$ cat src/rtl/ifu_redirect_ctrl.sv
// ifu_redirect_ctrl
// Front-end redirect sequencer for the instruction fetch unit. It arbitrates
// backend (mispredict/exception) and IF3 (predecode correction) redirect
// requests. It drives the same-cycle flush lines to the fetch stages, and it
// holds one redirect pending while the PC register is stalled. The redirect
// is then issued to IF0 as a single registered pulse. The block also keeps
// saturating statistics counters.
//
// Ports
//   clk, rst            clock, synchronous active-high reset
//   be_redirect_*       backend redirect request (valid + target PC)
//   if3_redirect_*      IF3 correction request (valid + target PC)
//   icache_busy         I-cache refill pause
//   ibuf_full           instruction buffer pause
//   flush_front         combinational flush to I-cache and IF2/IF3 registers
//   flush_back          combinational flush to IF3 outputs and instruction buffer
//   redirect_valid/pc   registered one-cycle PC load strobe and target to IF0
//   pc_hold             a redirect is pending; IF0 must not advance
//   be_cnt/if3_cnt/drop_cnt  accepted backend, accepted IF3, discarded IF3
module ifu_redirect_ctrl #(
  parameter int PC_WIDTH  = 32,
  parameter int CNT_WIDTH = 16
) (
  input  logic                 clk,
  input  logic                 rst,
  input  logic                 be_redirect_valid,
  input  logic [PC_WIDTH-1:0]  be_redirect_pc,
  input  logic                 if3_redirect_valid,
  input  logic [PC_WIDTH-1:0]  if3_redirect_pc,
  input  logic                 icache_busy,
  input  logic                 ibuf_full,
  output logic                 flush_front,
  output logic                 flush_back,
  output logic                 redirect_valid,
  output logic [PC_WIDTH-1:0]  redirect_pc,
  output logic                 pc_hold,
  output logic [CNT_WIDTH-1:0] be_cnt,
  output logic [CNT_WIDTH-1:0] if3_cnt,
  output logic [CNT_WIDTH-1:0] drop_cnt
);

  typedef enum logic {RUN = 1'b0, HOLD = 1'b1} state_t;

  // pend_src encoding: 1 = backend, 0 = IF3
  localparam logic SRC_BE  = 1'b1;
  localparam logic SRC_IF3 = 1'b0;

  function automatic logic [CNT_WIDTH-1:0] sat_inc(input logic [CNT_WIDTH-1:0] v,
                                                   input logic en);
    if (en && (v != {CNT_WIDTH{1'b1}})) return v + CNT_WIDTH'(1);
    return v;
  endfunction

  state_t                state_q, state_d;
  logic [PC_WIDTH-1:0]   pend_pc_q, pend_pc_d;
  logic                  pend_src_q, pend_src_d;
  logic                  redirect_valid_q, redirect_valid_d;
  logic [PC_WIDTH-1:0]   redirect_pc_q, redirect_pc_d;
  logic [CNT_WIDTH-1:0]  be_cnt_q, be_cnt_d;
  logic [CNT_WIDTH-1:0]  if3_cnt_q, if3_cnt_d;
  logic [CNT_WIDTH-1:0]  drop_cnt_q, drop_cnt_d;

  logic                  pc_ready;
  logic                  if3_drop;
  logic                  if3_take;
  logic                  cand_valid;
  logic [PC_WIDTH-1:0]   cand_pc;
  logic                  cand_src;

  // Flushes bypass the FSM entirely so they still follow requests during reset
  assign flush_front = be_redirect_valid || if3_redirect_valid;
  assign flush_back  = be_redirect_valid;

  always_comb begin
    pc_ready = !icache_busy && !ibuf_full;

    // IF3 loses to a same-cycle backend request and to a pending backend one
    if3_drop = if3_redirect_valid &&
               (be_redirect_valid || (state_q == HOLD && pend_src_q == SRC_BE));
    if3_take = if3_redirect_valid && !if3_drop;

    // Candidate is the new winner if any, otherwise whatever is pending.
    // In RUN nothing is pending, so the candidate exists only with a request.
    cand_valid = be_redirect_valid || if3_take || (state_q == HOLD);
    if (be_redirect_valid) begin
      cand_pc  = be_redirect_pc;
      cand_src = SRC_BE;
    end else if (if3_take) begin
      cand_pc  = if3_redirect_pc;
      cand_src = SRC_IF3;
    end else begin
      cand_pc  = pend_pc_q;
      cand_src = pend_src_q;
    end

    state_d          = state_q;
    pend_pc_d        = pend_pc_q;
    pend_src_d       = pend_src_q;
    redirect_valid_d = 1'b0;
    redirect_pc_d    = redirect_pc_q;

    if (cand_valid) begin
      if (pc_ready) begin
        redirect_valid_d = 1'b1;
        redirect_pc_d    = cand_pc;
        state_d          = RUN;
      end else begin
        pend_pc_d  = cand_pc;
        pend_src_d = cand_src;
        state_d    = HOLD;
      end
    end

    be_cnt_d   = sat_inc(be_cnt_q, be_redirect_valid);
    if3_cnt_d  = sat_inc(if3_cnt_q, if3_take);
    drop_cnt_d = sat_inc(drop_cnt_q, if3_drop);
  end

  always_ff @(posedge clk) begin
    if (rst) begin
      state_q          <= RUN;
      pend_pc_q        <= '0;
      pend_src_q       <= SRC_IF3;
      redirect_valid_q <= 1'b0;
      redirect_pc_q    <= '0;
      be_cnt_q         <= '0;
      if3_cnt_q        <= '0;
      drop_cnt_q       <= '0;
    end else begin
      state_q          <= state_d;
      pend_pc_q        <= pend_pc_d;
      pend_src_q       <= pend_src_d;
      redirect_valid_q <= redirect_valid_d;
      redirect_pc_q    <= redirect_pc_d;
      be_cnt_q         <= be_cnt_d;
      if3_cnt_q        <= if3_cnt_d;
      drop_cnt_q       <= drop_cnt_d;
    end
  end

  assign redirect_valid = redirect_valid_q;
  assign redirect_pc    = redirect_pc_q;
  assign pc_hold        = (state_q == HOLD);
  assign be_cnt         = be_cnt_q;
  assign if3_cnt        = if3_cnt_q;
  assign drop_cnt       = drop_cnt_q;

endmodule

$ cat config.mk
export PLATFORM = sky130hd
export DESIGN_NAME = ifu_redirect_ctrl
export DESIGN_NICKNAME = d
export VERILOG_FILES = /design/src/rtl/ifu_redirect_ctrl.sv
export SDC_FILE = /design/constraint.sdc
export NUM_CORES = 1
export LEC_CHECK = 0
export BUFFER_PORTS_ARGS = -buffer_cell sky130_fd_sc_hd__buf_2
export CAP_MARGIN = 30
export CORE_UTILIZATION = 50
export DETAILED_ROUTE_END_ITERATION = 8
export PLACE_DENSITY = 0.81
export SLEW_MARGIN = 20
export SYNTH_ARGS = -nofsm -noshare
export SYNTH_HDL_FRONTEND = slang
export SYNTH_SLANG_ARGS = --single-unit
$ cat constraint.sdc
create_clock -name clk -period 4.2 [get_ports clk]
set_input_delay 0.63 -clock clk [delete_from_list [all_inputs] [get_ports clk]]
set_output_delay 0.63 -clock clk [all_outputs]
set_load 0.01 [all_outputs]
# Word-level counts from Yosys, hierarchy flattened
# Index checks and enable logic that the tools add are counted.
op_classes:
  n_bitwise: 2
  n_eq_ne: 3
  n_reduce_logical: 19
  n_addsub: 3
  muxes: 12
op_table:
  columns: ["op", "count"]
  rows:
  - ["$mux W32", 2]
  - ["$add A16 B1 Y16 const B", 3]
  - ["$mux W16", 3]
  - ["$ne A16 B16 Y1 const B", 3]
  - ["$logic_and A1 B1 Y1", 7]
  - ["$mux W1", 7]
  - ["$logic_or A1 B1 Y1", 4]
  - ["$reduce_and A2 Y1", 2]
  - ["$logic_not A1 Y1", 3]
  - ["$reduce_and A3 Y1", 1]
  - ["$not A1 Y1", 2]
  - ["$reduce_bool A2 Y1", 1]
  - ["$reduce_or A2 Y1", 1]
totals:
  elab_cells: 47
  reg_bits: 115
  out_inout_bits: 84

# Depth between registers and ports, before layout
# Gate-level depths: netlist of run 1.
logic_depth:
  ltp_word: 9
  depth_mapped: 7
  ltp_nobuf: 5

# Worst setup path before layout of run 1
# No wires, ideal clock.
synth_path:
  path_type: "input to register"
  start: "in be_redirect_valid"
  end: "reg if3_cnt_q[13], in the netlist if3_cnt[13]"
  slack_ns: 2.091
  n_path_buf: 2
  path_stages: 6
  t_arrival_ns: 1.988
  cell_sequence: "buf_4 -> a21oi_1 -> nand3_1 -> clkbuf_1 -> nor4_1 -> mux2_2"
synth_via:
  elab_chain_cells: 6
synth_lines:
  columns: ["element", "line", "text"]
  rows:
  - ["from (decl)", "26", "input logic be_redirect_valid,"]
  - ["$logic_or A1 B1 Y1", "79", "(be_redirect_valid || (state_q == HOLD && pend_src_q == SRC_BE));"]
  - ["$logic_and A1 B1 Y1", "78", "if3_drop = if3_redirect_valid &&"]
  - ["$logic_not A1 Y1", "80", "if3_take = if3_redirect_valid && !if3_drop;"]
  - ["$logic_and A1 B1 Y1", "80", null]
  - ["$logic_and A1 B1 Y1", "50", "if (en && (v != {CNT_WIDTH{1'b1}})) return v + CNT_WIDTH'(1);"]
  - ["$mux W1", "50", null]
  - ["to (signal assigned)", "136", "if3_cnt_q <= if3_cnt_d;"]
  - ["to (decl)", "60", "logic [CNT_WIDTH-1:0] if3_cnt_q, if3_cnt_d;"]
# No other way between the ends.
# A chain may end at the register's enable or synchronous reset.

# Final worst setup path of run 1
layout_path:
  start: "in be_redirect_valid"
  end: "reg if3_cnt_q[11], in the netlist if3_cnt[11]"
# Same word-level chain as after synthesis.

==> summary.txt, run 1 <==
Outcome
  – Status: finished, final reports clean

Drt
  – Antenna-violating nets left: 0
  – WL/cell: 16.1 um
  – Pre-Repair DR Iteration Count: 5
  – Via count: 5314
  – Initial drt markers: 357
  – Routed WL: 14100 um
  – Post-route DRC violation count: 0
  – Via density: 6.06

Pwr
  – Switching Fraction: 23.6%
  – Combinational share of power: 9.6%
  – Part of the power in registers: 40.7%
  – Pleak: 2.77 nW
  – Clock network power share: 49.7%
  – Psw: 0.686 mW
  – Power Density: 437 nW/um2
  – Internal: 2.22 mW
  – VDD IR-drop max: 0.229 mV

GRT
  – GRT Util Overall: 25.8%
  – Largest net degree at the start of global routing: 90
  – Initial antenna violation count: 0
  – GRT overflow: 0
  – Global-route wire length before repair: 22900 um
  – Vias in the first global route: 4817

Logic synthesis
  – Net count after synthesis: 673
  – Area contributors post-synth: dfxtp_1 44%, a211oi_1 9.6%, nor2_1 6.0%, a221oi_1 5.4%, and3_1 4.2%
  – Synth top area share: 44.1%
  – Mapped cell area: 5230 um2
  – Post-Synthesis Cells: 600
  – Sequential-to-total area share from yosys stat: 44.1%
  – Distinct cell type count after synthesis: 43
  – Number of synthesized flops with an enable pin: 0
  – Area leader, netlist: dfxtp_1
  – Asr flop ratio synth: 0%
  – Syn Area/Cell: 8.71 um2
  – YS warnings: 0
  – Synth Register Bits: 115
  – Main synth FF type: dfxtp_1

Cells and area
  – Register area: 2300 um2
  – Share of cells above drive strength 1: 28.4%
  – Antenna cells: 0
  – Area of the multi-input gates: 2720 um2
  – Fin nets: 805
  – P&R area growth vs syn: 27.2%
  – FILL cells: 832
  – Commonest non-fill, non-tap cell in the layout: buf_2
  – Most frequent cells in the layout: 153 x buf_2, 115 x dfxtp_1, 82 x nor2_1

Timing
  – Worst Tran Pin Value: 919 ps
  – Fin crit period: 2410 ps
  – Final hold violations: 0
  – Setup TNS: 0 ps
  – Fin. max-slew vios: 0
  – Worst rel slew slack: 38.7%
  – Setup violators final: 0
  – Final period utilization: 57.4%
  – Worst Clk Skew: 6.91 ps
  – RSZ-0062 raised after global routing: no
  – Fmax: 0.415 GHz
  – Hold Slack: 375 ps

Floorplanning
  – Num ports: 154
  – # rows: 36
  – Core Box Area: 9950 um2
  – DIE WIDTH: 104 um
  – Initial core utilization: 52.5%
  – Die ar.: 10900 um2
  – Die H: 104 um

Placed design
  – Post-DP HPWL: 9050 um
  – Port-buffer cells: 153
  – RePlAce Congestion: 0.792

Critical path
  – CP Class: input pin to flip-flop
  – Critical Path RT: 4590 ps
  – Crit path arrival time: 2800 ps
  – R2R depth: 4
  – Critical path peak fanout: 24
  – Critical Path Start Type: input pin
  – Nature of the critical path endpoint: flip-flop

CTS
  – Post-CTS setup buffer count: 0
  – PostCTS Resize Cnt: 0
  – Clk pin slew, worst setup/hold paths: 50 ps
  – Worst-Skew Late Latency: 510 ps
  – Clk buf depth: 2
  – Clock Sinks: 115
  – CTS tree: done
  – CTS Hold Buffers Added: 0
  – Clock Tree Root: clkbuf_8
  – Max H-tree Level: 4
  – CTS Buf Count: 17

Worst hold path
  – Worst Hold Depth: 2
  – Worst Hold Class: input pin to flip-flop

Run
  – Max Cap Viol: 0
[cell usage after synthesis (3+ instances only)]
library cell and n:
nor3_1 12, nor2_1 83, mux2_2 9, and4_1 5
or3_1 8, nand3_1 12, o41ai_1 4, nand4_1 17
mux2i_1 3, buf_2 4, inv_1 8, and3_1 35
nor4_1 10, a21oi_1 36, or4_1 18, o21ai_0 12
clkbuf_1 39, nor2b_1 10, dfxtp_1 115, ha_1 3
nand2_1 17, a221oi_1 32, o31ai_1 17, a211oi_1 67
and2_1 3
[registers in the layout (all words and copies together) (netlist names)]
name,flops
pc_hold,1
redirect_valid,1
pend_pc_q,32
if3_cnt,16
redirect_pc,32
be_cnt,16
drop_cnt,16
pend_src_q,1
[worst max-delay path, stage by stage]
cell and delay (ps):
buf_2 250, a21oi_2 540, nand3_1 550, nor4_1 450, mux2_2 370
[through the flow]
stage               instances  cell area, um2  util [%]  setup WS [ps]  total power, mW
CTS                       877            6650      66.8           1840             2.93
global placement          845            6040      60.7           1350             1.47
finish                    877            6650      66.8           1790             2.91
detailed placement        846            6040      60.7           1320             1.48
floorplan                 600            5230         -           2090             1.38
global route              877            6650      66.8           1560             3.03
[power by group through the flow]
stage | Sequential [mW] | Clock [mW] | Combinational, mW
after global placement | 1.20 | 0 | 0.268
after CTS | 1.18 | 1.47 | 0.278
final | 1.18 | 1.44 | 0.279
after detailed placement | 1.20 | 0 | 0.275
after global routing | 1.19 | 1.53 | 0.308
after floorplan | 1.21 | 0 | 0.165
[per-layer routing]
| metal | vias to the layer above | track usage, % | wire (um) |
|---|---|---|---|
| met5 | - | 0 | 0 |
| met1 | 2490 | 32.4 | 6180 |
| met2 | 199 | 41.7 | 6860 |
| met4 | 0 | 10.6 | 345 |
| li1 | 2595 | - | - |
| met3 | 30 | 7.02 | 747 |
[path summary, 6_finish.rpt]
check                                        from               to  slack, ps
worst min register to register    redirect_pc[18]  redirect_pc[18]        490
worst max-delay path            be_redirect_valid      if3_cnt[11]       1790
worst max register to register            pc_hold      if3_cnt[11]       1860
worst min-delay path                    ibuf_full   redirect_valid        370
[final cells by class]
| type | instances | area share [%] |
|---|---|---|
| multi-input combinational | 429 | 40.9 |
| sequential | 115 | 34.6 |
| timing repair buffer | 161 | 12.4 |
| clock buffer | 22 | 7.12 |
| tap | 133 | 2.50 |
| clock inverter | 9 | 1.92 |
| inverter | 8 | 0.452 |
[kinds of logic after synthesis]
group / after synthesis / share of synthesized area (%)
compound gates: 172 / 23.3
fa+ha+maj: 3 / 0.718
buf+inv: 56 / 4.29
flops: 115 / 44.1
mux: 12 / 2.51
simple gates: 242 / 25.1
Power figures use the tool's default switching activity.
==> run 2, diff against run 1 <==
--- a/config.mk
+++ b/config.mk
@@ -7,9 +7,9 @@
 export LEC_CHECK = 0
 export BUFFER_PORTS_ARGS = -buffer_cell sky130_fd_sc_hd__buf_2
 export CAP_MARGIN = 30
-export CORE_UTILIZATION = 50
+export CORE_UTILIZATION = 47
 export DETAILED_ROUTE_END_ITERATION = 8
-export PLACE_DENSITY = 0.81
+export PLACE_DENSITY = 0.8
 export SLEW_MARGIN = 20
 export SYNTH_ARGS = -nofsm -noshare
 export SYNTH_HDL_FRONTEND = slang
==> constraint.sdc (replaced) <==
create_clock -name clk -period 2.05 [get_ports clk]
set_input_delay 0.3075 -clock clk [delete_from_list [all_inputs] [get_ports clk]]
set_output_delay 0.3075 -clock clk [all_outputs]
set_load 0.01 [all_outputs]
==> run 2 against run 1 <==
Count of clock-buffer cells in the layout stayed put. Non-clock buffer count up 18. Clock power up 110%. Die area increased by 6.3%. Final cell count is 3.0% higher. Worst setup slack got worse by 1700 ps. Critical path depth unchanged. Critical endpoint is now drop_cnt[12].
==> summary.txt, run 2 (synthesis results as in run 1) <==
Worst hold path
  – Worst Hold Class: input pin to flip-flop
  – Hold Startpoint: ibuf_full

Placed design
  – Dpl cell area: 6240 um2
  – Post-DP HPWL: 9760 um
  – RePlAce Congestion: 0.839
  – Port-buffer cells: 153
  – Dpl cells: 871

Cells and area
  – FILL cells: 951
  – Post-route insts no fill: 903
  – Area of the multi-input gates: 2720 um2
  – Most frequent cells in the layout: 152 x buf_2, 115 x dfxtp_1, 82 x nor2_1
  – Final instance area: 6850 um2
  – Share of cells above drive strength 1: 30.3%
  – P&R area growth vs syn: 31.1%
  – Antenna cells: 0
  – Fin nets: 823
  – Commonest non-fill, non-tap cell in the layout: buf_2
  – Register area: 2300 um2

Timing
  – RSZ-0062 raised after global routing: no
  – Fmax: 0.520 GHz
  – Setup violators final: 0
  – Worst rel slew slack: 67.4%
  – Fin crit period: 1920 ps
  – Final period utilization: 93.7%
  – Setup TNS: 0 ps
  – Fin. max-slew vios: 0
  – Worst Clk Skew: 9.71 ps
  – Worst Tran Pin Value: 485 ps
  – Final hold violations: 0

Floorplanning
  – Core Box Area: 10800 um2
  – # rows: 38
  – Die H: 107 um
  – Num ports: 154
  – Die ar.: 11500 um2
  – DIE WIDTH: 107 um
  – Initial core utilization: 48.2%

CTS
  – Clk pin slew, worst setup/hold paths: 60 ps
  – CTS Buf Count: 17
  – Worst-Skew Late Latency: 520 ps
  – CTS tree: done
  – Max H-tree Level: 4
  – PostCTS Resize Cnt: 0
  – CTS Hold Buffers Added: 0
  – Clock Sinks: 115
  – Post-CTS setup buffer count: 0
  – Clk buf depth: 2
  – Clock Tree Root: clkbuf_8

GRT
  – GRT Util Overall: 24.8%
  – Vias in the first global route: 4904
  – Largest net degree at the start of global routing: 65
  – Initial antenna violation count: 0
  – GRT overflow: 0
  – Global-route wire length before repair: 22700 um

Critical path
  – Critical Path RT: 2500 ps
  – Critical Path Start: drop_cnt[0]
  – Critical path peak fanout: 8
  – Nature of the critical path endpoint: flip-flop
  – CP max stage delay: 580 ps
  – Crit path arrival time: 2370 ps
  – Critical Path Start Type: flip-flop
  – Crit-path slowest cell: or4b_4
  – CP Class: flip-flop to flip-flop
  – Reg-to-reg startpoint: drop_cnt[0]
  – Cell Chain, Critical Path: ha_1 > nand3_2 > or4b_4 > or4_1 > a21oi_1

Pwr
  – Pleak: 2.90 nW
  – Power Total: 6.00 mW
  – VDD IR-drop max: 0.553 mV
  – Power Density: 876 nW/um2

Run
  – Max Cap Viol: 0

Drt
  – Post-route DRC violation count: 0
  – Antenna-violating nets left: 0
  – Via count: 5397
  – Routed WL: 14300 um
  – Via density: 5.98
  – Initial drt markers: 492
  – WL/cell: 15.8 um
  – Pre-Repair DR Iteration Count: 6

Outcome
  – Status: finished, final reports clean
run 2: layer usage:
metal / vias to the layer above / routed length, um / GRT usage, %
met5: - / 0 / 0
met4: 0 / 362 / 10.6
met3: 30 / 844 / 7.75
met2: 192 / 7000 / 40.6
met1: 2549 / 6090 / 29.9
li1: 2626 / - / -
run 2: final timing paths:
kind	to	slack, ps	depth (start not counted)
worst max register to register	drop_cnt[12]	130	5
worst max-delay path	drop_cnt[12]	130	5
worst min register to register	redirect_pc[18]	490	2
worst min-delay path	redirect_valid	30	2
run 2: worst max-delay path, delay by kind of cell, from the launching register on:
family                   cells  cell delay, ps
flip-flops                   1             390
adder cells (fa/ha/maj)      1             210
AND/OR/NAND/NOR              3            1100
AO/OA/AOI/OAI                1             150
run 2: area by class of cell:
class                           count  area share [%]
Tap cell                          140            2.56
Sequential cell                   115            33.6
Timing Repair Buffer              179            14.8
Multi-Input combinational cell    429            39.8
Inverter                            8           0.438
Clock buffer                       22            6.90
Clock inverter                     10            1.88
run 2: metrics by stage:
stage / setup WS, ps / hold slack (ps) / util (%)
4_1_cts: 21.0 / 7.41 / 63.1
6_report: 129 / 31.8 / 63.2
3_5_place_dp: 24.9 / 477 / 57.6
5_1_grt: 36.1 / 17.0 / 63.2
2_1_floorplan: 91.1 / 386 / -
3_3_place_gp: 68.3 / 480 / 57.6
run 2: power by group:
group | switching, mW | internal [mW] | total [mW]
Sequential | 0.0666 | 2.35 | 2.42
Combinational | 0.350 | 0.259 | 0.609
Clock | 1.00 | 1.97 | 2.97
Total | 1.42 | 4.58 | 6.00
